$ cat src/rtl/fifo_window_reducer_if.sv
// Port bundle for fifo_window_reducer: the upstream fifo read side and the
// downstream result port.
//
// Handshakes:
//   - Upstream: in_read_valid is a pop request and is only ever raised while
//     in_read_ready (fifo non-empty) is high. The popped word appears on
//     in_out_data one cycle after the pop.
//   - Downstream: a result transfers at a rising edge where out_valid and
//     out_ready are both high. Once out_valid rises, out_sum/out_max/out_min
//     stay stable until that transfer. out_ready has no effect while
//     out_valid is low.
interface fifo_window_reducer_if #(
  parameter int WIDTH     = 16,
  parameter int SUM_WIDTH = 24
);
  logic [WIDTH-1:0]     in_out_data;
  logic                 in_read_ready;
  logic                 in_read_valid;
  logic [SUM_WIDTH-1:0] out_sum;
  logic [WIDTH-1:0]     out_max;
  logic [WIDTH-1:0]     out_min;
  logic                 out_valid;
  logic                 out_ready;
  logic [15:0]          window_count;

  // Reducer side
  modport master (
    input  in_out_data, in_read_ready, out_ready,
    output in_read_valid, out_sum, out_max, out_min, out_valid, window_count
  );

  // Environment side: upstream fifo plus downstream consumer
  modport slave (
    output in_out_data, in_read_ready, out_ready,
    input  in_read_valid, out_sum, out_max, out_min, out_valid, window_count
  );
endinterface

$ cat src/rtl/fifo_window_reducer.sv
// Drains words from an upstream fifo and reduces each group of WINDOW words
// to its sum, maximum and minimum, presented on a valid/ready result port.
module fifo_window_reducer #(
  parameter int WIDTH     = 16,
  parameter int WINDOW    = 4,
  parameter int SUM_WIDTH = 24
) (
  input  logic                  clk,
  input  logic                  rst,
  fifo_window_reducer_if.master bus,
  output logic [1:0]            dbg_state
);

  localparam int CNT_W = $clog2(WINDOW + 1);

  typedef enum logic [1:0] {
    POP  = 2'd0,
    CAPT = 2'd1,
    EMIT = 2'd2
  } state_t;

  state_t               state;
  state_t               state_nxt;
  logic [CNT_W-1:0]     cnt;
  logic [SUM_WIDTH-1:0] acc;
  logic [WIDTH-1:0]     run_max;
  logic [WIDTH-1:0]     run_min;

  logic [CNT_W-1:0]     cnt_inc;
  logic [SUM_WIDTH-1:0] acc_nxt;
  logic [WIDTH-1:0]     max_nxt;
  logic [WIDTH-1:0]     min_nxt;
  logic                 window_done;
  logic                 handshake;

  // Running reductions with the word currently on the fifo output folded in
  always_comb begin
    cnt_inc     = cnt + 1'b1;
    acc_nxt     = acc + SUM_WIDTH'(bus.in_out_data);
    max_nxt     = (bus.in_out_data > run_max) ? bus.in_out_data : run_max;
    min_nxt     = (bus.in_out_data < run_min) ? bus.in_out_data : run_min;
    window_done = (cnt_inc == CNT_W'(WINDOW));
    handshake   = bus.out_valid & bus.out_ready;
  end

  // Next state and pop request; no pop is issued while reset is asserted
  always_comb begin
    state_nxt         = state;
    bus.in_read_valid = 1'b0;
    case (state)
      POP: begin
        if (bus.in_read_ready) begin
          bus.in_read_valid = ~rst;
          state_nxt         = CAPT;
        end
      end
      CAPT: state_nxt = window_done ? EMIT : POP;
      EMIT: begin
        if (handshake) state_nxt = POP;
      end
      default: state_nxt = POP;
    endcase
  end

  // State register, accumulators and registered result port
  always_ff @(posedge clk) begin
    if (rst) begin
      state            <= POP;
      cnt              <= '0;
      acc              <= '0;
      run_max          <= '0;
      run_min          <= '1;
      bus.out_valid    <= 1'b0;
      bus.out_sum      <= '0;
      bus.out_max      <= '0;
      bus.out_min      <= '0;
      bus.window_count <= '0;
    end else begin
      state <= state_nxt;
      case (state)
        CAPT: begin
          cnt     <= cnt_inc;
          acc     <= acc_nxt;
          run_max <= max_nxt;
          run_min <= min_nxt;
          if (window_done) begin
            bus.out_sum   <= acc_nxt;
            bus.out_max   <= max_nxt;
            bus.out_min   <= min_nxt;
            bus.out_valid <= 1'b1;
          end
        end
        EMIT: begin
          if (handshake) begin
            bus.out_valid    <= 1'b0;
            bus.window_count <= bus.window_count + 16'd1;
            cnt              <= '0;
            acc              <= '0;
            run_max          <= '0;
            run_min          <= '1;
          end
        end
        default: ;
      endcase
    end
  end

  assign dbg_state = state;

endmodule
$ cat src/flat_wrapper.sv
// flat-port wrapper written by rule: the top's interface ports become plain ports
module fifo_window_reducer_flat 
#(
  parameter int WIDTH     = 16,
  parameter int WINDOW    = 4,
  parameter int SUM_WIDTH = 24
)
  (clk, rst, dbg_state, bus_in_out_data, bus_in_read_ready, bus_out_ready, bus_in_read_valid, bus_out_sum, bus_out_max, bus_out_min, bus_out_valid, bus_window_count);
  fifo_window_reducer_if #(.WIDTH(WIDTH), .SUM_WIDTH(SUM_WIDTH)) bus_i ();
  input  logic clk;
  input  logic rst;
  output logic [1:0] dbg_state;
  input wire logic [$bits(bus_i.in_out_data)-1:0] bus_in_out_data;
  input wire logic [$bits(bus_i.in_read_ready)-1:0] bus_in_read_ready;
  input wire logic [$bits(bus_i.out_ready)-1:0] bus_out_ready;
  output wire logic [$bits(bus_i.in_read_valid)-1:0] bus_in_read_valid;
  output wire logic [$bits(bus_i.out_sum)-1:0] bus_out_sum;
  output wire logic [$bits(bus_i.out_max)-1:0] bus_out_max;
  output wire logic [$bits(bus_i.out_min)-1:0] bus_out_min;
  output wire logic [$bits(bus_i.out_valid)-1:0] bus_out_valid;
  output wire logic [$bits(bus_i.window_count)-1:0] bus_window_count;
  assign bus_i.in_out_data = bus_in_out_data;
  assign bus_i.in_read_ready = bus_in_read_ready;
  assign bus_i.out_ready = bus_out_ready;
  assign bus_in_read_valid = bus_i.in_read_valid;
  assign bus_out_sum = bus_i.out_sum;
  assign bus_out_max = bus_i.out_max;
  assign bus_out_min = bus_i.out_min;
  assign bus_out_valid = bus_i.out_valid;
  assign bus_window_count = bus_i.window_count;
  fifo_window_reducer #(.WIDTH(WIDTH), .WINDOW(WINDOW), .SUM_WIDTH(SUM_WIDTH)) u_core (.clk(clk), .rst(rst), .bus(bus_i), .dbg_state(dbg_state));
endmodule
$ cat config.mk
export PLATFORM = sky130hd
export DESIGN_NAME = fifo_window_reducer_flat
export DESIGN_NICKNAME = d
export VERILOG_FILES = /design/src/rtl/fifo_window_reducer_if.sv /design/src/rtl/fifo_window_reducer.sv /design/src/flat_wrapper.sv
export SDC_FILE = /design/constraint.sdc
export NUM_CORES = 1
export LEC_CHECK = 0
export ABC_AREA = 1
export CAP_MARGIN = 0
export CORE_MARGIN = 4
export CORE_UTILIZATION = 25
export DETAILED_ROUTE_END_ITERATION = 16
export PLACE_DENSITY = 0.54
export SLEW_MARGIN = 25
export SYNTH_ARGS = -nofsm -noshare
export SYNTH_HDL_FRONTEND = slang
export SYNTH_SLANG_ARGS = --single-unit
$ cat constraint.sdc
create_clock -name clk -period 1.85 [get_ports clk]
set_input_delay 0.185 -clock clk [delete_from_list [all_inputs] [get_ports clk]]
set_output_delay 0.185 -clock clk [all_outputs]
set_load 0.01 [all_outputs]
### Yosys cells after proc, flatten, opt, wreduce, memory -nomap -nowiden

Index checks and enable logic that the tools add are counted.

| cells by class | value |
|---|---|
| add/subtract/negate cells | 3 |
| magnitude comparators | 2 |
| eq/ne operators | 6 |
| multiplexer cells | 19 |
| bitwise gates (word level) | 2 |
| reductions and logical operators | 7 |

Operators with widths:

| operator | number |
|---|---|
| 16-bit two-way mux | 4 |
| 16-bit case mux with 2 select lines | 2 |
| 24-bit case mux with 2 select lines | 1 |
| 24-bit by 16-bit adder with 24-bit output | 1 |
| 24-bit two-way mux | 1 |
| 16-bit by 1-bit adder with 16-bit output, second input constant | 1 |
| 16-bit > comparator | 1 |
| 16-bit less-than comparator | 1 |
| 2-bit AND reduction | 4 |
| 2-bit two-way mux | 3 |
| 2-bit case mux with 3 select lines | 1 |
| 3-bit case mux with 2 select lines | 1 |
| 1-bit two-way mux | 4 |
| 2-bit by 1-bit != test with 1-bit output, second input constant | 2 |
| 3-bit by 1-bit adder with 3-bit output, second input constant | 1 |
| 3-bit equality test, second input constant | 1 |
| 3-bit two-way mux | 1 |
| 3-bit AND reduction | 1 |
| 2-bit by 1-bit equality test with 1-bit output, second input constant | 1 |
| 2-bit equality test, second input constant | 1 |
| 2-bit logical NOT | 1 |
| 2-bit != test, second input constant | 1 |
| 1-bit case mux with 2 select lines | 1 |
| 2-bit nonzero test | 1 |
| other kinds (2) | 2 |

| storage, ports and cells | value |
|---|---|
| flip-flop bits (word level) | 134 |
| input bits | 20 |
| output and inout bits | 76 |
| logic and storage cells | 49 |

### Logic depth before layout (Yosys ltp)

| depth | value |
|---|---|
| depth in word-level cells | 4 |
| depth in mapped cells | 18 |

### Worst setup path after synthesis

Ideal clock, no wire load.

| path | value |
|---|---|
| path type | reg-to-reg |
| from | register u_core.acc[0] |
| to | register u_core.bus.out_sum[16] |
| arrival time | 1,691 ps |
| required time | 1,740 ps |
| path slack | 49 ps |
| cell stages (with the launch flop) | 16 |
| buffers on the path | 0 |
| cells stage by stage | dfxtp_1 > ha_1 > inv_1 > fa_1 > inv_1 > nand3_1 > nand3_1 > nand2_1 > nand2_1 > nand3_1 > nand2_1 > nand2_1 > nand3_1 > nand2_1 > nand2_1 > inv_1 |

| between the ends | value |
|---|---|
| cells in the longest elaborated chain, start to end | 1 |

RTL lines:

| item | RTL line | text |
|---|---|---|
| start: declaration | fifo_window_reducer.sv:25 | `logic [SUM_WIDTH-1:0] acc;` |
| start signal: assignment | fifo_window_reducer.sv:83 | `acc <= acc_nxt;` |
| 24-bit by 16-bit adder with 24-bit output | fifo_window_reducer.sv:39 | `acc_nxt = acc + SUM_WIDTH'(bus.in_out_data);` |
| end signal: assignment | fifo_window_reducer.sv:87 | `bus.out_sum <= acc_nxt;` |
| end: declaration | fifo_window_reducer_if.sv:29 | `output in_read_valid, out_sum, out_max, out_min, out_valid, window_count` |

Every way passes these cells.
A chain may end at the register's enable or synchronous reset.

### Worst setup path after layout

| path | value |
|---|---|
| from | register u_core.run_max[11] |
| to | register u_core.bus.out_max[5] |

| between the ends | value |
|---|---|
| cells in the longest elaborated chain, start to end | 2 |

RTL lines:

| item | RTL line | text |
|---|---|---|
| start: declaration | fifo_window_reducer.sv:26 | `logic [WIDTH-1:0] run_max;` |
| start signal: assignment | fifo_window_reducer.sv:84 | `run_max <= max_nxt;` |
| 16-bit > comparator | fifo_window_reducer.sv:40 | `max_nxt = (bus.in_out_data > run_max) ? bus.in_out_data : run_max;` |
| 16-bit two-way mux | fifo_window_reducer.sv:40 |  |
| end signal: assignment | fifo_window_reducer.sv:88 | `bus.out_max <= max_nxt;` |
| end: declaration | fifo_window_reducer_if.sv:29 |  |

Every way passes these cells.

==> impl_metrics.json <==
{
  "status": "finished with violations",
  "crit_type": "flip-flop to flip-flop",
  "violations": "setup timing",
  "min_period_ns": 1.96,
  "numClockSinks": 134,
  "synth_largest_area_cell": "dfxtp_1",
  "ys_ff_latch": 134,
  "synth-xor-area-share_pct": 1.55,
  "critPathLaunch": "u_core.run_max[11]",
  "gr-total-overflow": 0,
  "layout.cells.non_filler": 1827,
  "power.internal_w": 0.00759,
  "clkTransAtPathRegs_ns": 0.07,
  "synth_edf_count": 0,
  "r2r_slack_ns": -0.11,
  "ios": 96,
  "hold_buffers": 0,
  "crit_required_ns": 2.19,
  "worst_slew_pin_slew_ns": 0.360,
  "critPathLaunchType": "flip-flop",
  "crit_path_end": "u_core.bus.out_max[5]",
  "power_density_mw_per_mm2": 1020,
  "synth_area_leaders": "dfxtp_1 (34%), nand2_1 (16%), inv_1 (9.0%)",
  "die_area_sq_mm": 0.0346,
  "wire_per_inst_microns": 14.7,
  "drcViolationCount": 0,
  "power.leakage_nw": 5.66,
  "cts_buffers": 17,
  "synth_top_area_share_pct": 33.9,
  "top_usage_layer": "met2",
  "grt_pass1_vias": 7578,
  "worstHoldPathType": "input pin to flip-flop",
  "drive_above_1_share_pct": 28.9,
  "rsz0062_at_grt": "true",
  "grt_pass1_wl_mm": 41.0,
  "place.gp.congestion": 0.887,
  "num_vias": 8151,
  "synth_nets": 1291,
  "rows": 64,
  "worstReg2RegEnd": "u_core.bus.out_max[5]",
  "synthMuxAreaShare_pct": 0,
  "tritoncts": "done",
  "slew_viol_final": 0,
  "postPlaceCellArea_sq_mm": 0.0100,
  "die_w_microns": 186,
  "p_total_w": 0.0123,
  "async_flop_share_pct": 0,
  "final_util_pct": 38.9,
  "clock_skew_ns": 0.0182,
  "grt_max_degree": 66,
  "setup_ws_ns": -0.109,
  "p_sw_share_pct": 38.2,
  "drtAntennaViolNets": 0,
  "synth.avg_cell_area_sq_um": 6.50,
  "slew_headroom_pct": 76.0,
  "grt_use_total_pct": 15.1,
  "synth-adder-area-share_pct": 8.64,
  "fmax_mhz": 510,
  "chipHeight_microns": 186,
  "post_drt_via_cell_ratio": 4.46,
  "drt-initial-drc-count": 431,
  "tns_ns": -2.38,
  "gr-usage-met3_pct": 3.26,
  "reg2regPathDepth": 12,
  "cap_violations": 0,
  "grt_use_met2_pct": 23.8,
  "clkLatencyLatePin_ns": 0.44,
  "finish.net_count": 1492,
  "cts_root_buf": "clkbuf_16",
  "clockBufferDepth": 2,
  "synth-simple-area-share_pct": 33.9,
  "critical_path.max_fanout": 5,
  "hold_violations": 0,
  "wl_mm": 26.9,
  "p_sw_w": 0.00470,
  "power_frac_comb_pct": 42.6,
  "netlist_area_sq_mm": 0.00791,
  "synth_cells": 1217,
  "antenna_found_initial": 0,
  "htree_levels": 4,
  "mostFrequentLayoutCell": "nand2_1",
  "cp_data_arrival_time_ns": 2.30,
  "placed_cells": 1774,
  "dp_hpwl_mm": 19.1,
  "clkPwrFrac_pct": 28.7,
  "synth_top_family_by_area": "simple AND/OR/NAND/NOR gates",
  "layout_common_cells": "nand2_1 (289), inv_1 (171), nor2_1 (120), dfxtp_1 (104), buf_4 (98)",
  "core_region_area_sq_mm": 0.0309,
  "initial_core_util_pct": 25.6,
  "reg2reg_from": "u_core.run_max[11]",
  "io_buffers": 95,
  "synth_cell_type_count": 43,
  "num_antenna_cells": 0,
  "endpoint_kind": "flip-flop",
  "fin_area_sq_mm": 0.0120,
  "final.period_utilization_pct": 106,
  "ys.flop_type": "dfxtp_1",
  "finalSetupViolCount": 32,
  "syn_to_final_growth_pct": 51.8,
  "synth-compound-area-share_pct": 10.1,
  "use_met1_pct": 21.3,
  "yosysWarningCount": 0,
  "peakVddDrop_mv": 0.739,
  "pwr-share-seq_pct": 28.7,
  "synth_seq_area_share_pct": 33.9,
  "drt_first_pass_iters": 5
}
-- cell type report --
cell class              count  area, sq um
clock buffers              17          425
clock inverters            15          169
inverters                 194          732
fillers                  3171        18900
flip-flops and latches    134         2720
repair buffers            222         2150
well taps                 396          495
multi-input cells         849         5320
-- worst max-delay path, stage by stage (launching register included) --
cell       delay (ns)
dfxtp_2          0.33
inv_2            0.06
ha_4             0.27
nand4_1          0.17
nor3_4           0.30
nand2_2          0.13
nand2_8          0.15
clkbuf_16        0.16
nand3_1          0.09
nand2_1          0.07
nand2_1          0.04
nand2_1          0.06
inv_1            0.04
-- cell usage after synthesis (4+ instances only) --
library cell  number
nor2_2             4
buf_2             14
o21a_1             4
o21ai_1            8
nand4_1           13
nor3_1             4
nor2_1           134
nand3_1          100
a21oi_1           85
nand2_1          340
xor2_1            10
inv_1            189
a21o_1             7
buf_4              4
dfxtp_1          134
nand2_2           13
o21ai_0           42
clkbuf_1          21
ha_1              53
xnor2_1            4
-- timing repair --
action                                  CTS  global route
cloned                                    1             5
pin swaps                                 7            78
endpoints found under the hold margin     0             0
resized for setup                        49           248
endpoints found under the setup margin   56           105
buffers inserted                          1            16
-- flip-flops by register name (all words and copies together), names as in the netlist --
register                 flops
u_core.dbg_state             2
u_core.bus.out_min          16
u_core.bus.out_max          16
u_core.run_min              16
u_core.bus.out_sum          24
u_core.acc                  24
u_core.run_max              16
u_core.cnt                   3
u_core.bus.window_count     16
u_core.bus.out_valid         1
-- worst min-delay path by stage --
stage,start,end,slack [ns],cells past startpoint
2_1_floorplan,u_core.cnt[0],u_core.cnt[0],0.43,1
3_3_place_gp,u_core.cnt[0],u_core.cnt[0],0.45,1
3_5_place_dp,u_core.run_max[5],u_core.run_max[5],0.45,2
4_1_cts,rst,u_core.bus.window_count[14],0.11,2
5_1_grt,rst,u_core.run_max[8],0.12,2
6_report,rst,u_core.run_max[8],0.10,2
-- power by group through the flow --
stage	Combinational (W)	Clock [W]	Sequential, W
2_1_floorplan	0.00252	0	0.00346
6_report	0.00524	0.00353	0.00353
3_5_place_dp	0.00411	0	0.00349
4_1_cts	0.00428	0.00360	0.00344
5_1_grt	0.00579	0.00372	0.00356
3_3_place_gp	0.00406	0	0.00348
-- stage by stage --
stage / setup WS (ns) / hold WS, ns
3_5_place_dp: -0.647 / 0.455
6_report: -0.109 / 0.102
4_1_cts: -0.0494 / 0.115
2_1_floorplan: 0.0494 / 0.429
3_3_place_gp: -0.668 / 0.451
5_1_grt: -0.205 / 0.118
-- logic make-up (layout without fill, tap and decap cells) --
family | Yosys count | after routing
AOI/OAI and AO/OA | 152 | 152
xor gates and xnor gates | 14 | 14
adders and majority gates | 54 | 54
buffers and inverters | 236 | 448
DFF | 134 | 134
and+or+nand+nor | 627 | 629
-- layer usage --
layer | vias to the layer above | part of all wire (%)
li1 | 4217 | -
met1 | 3755 | 49
met2 | 152 | 45
met3 | 27 | 4.5
met4 | 0 | 1.3
met5 | - | 0
No activity file was read; power rests on OpenSTA's default activity.
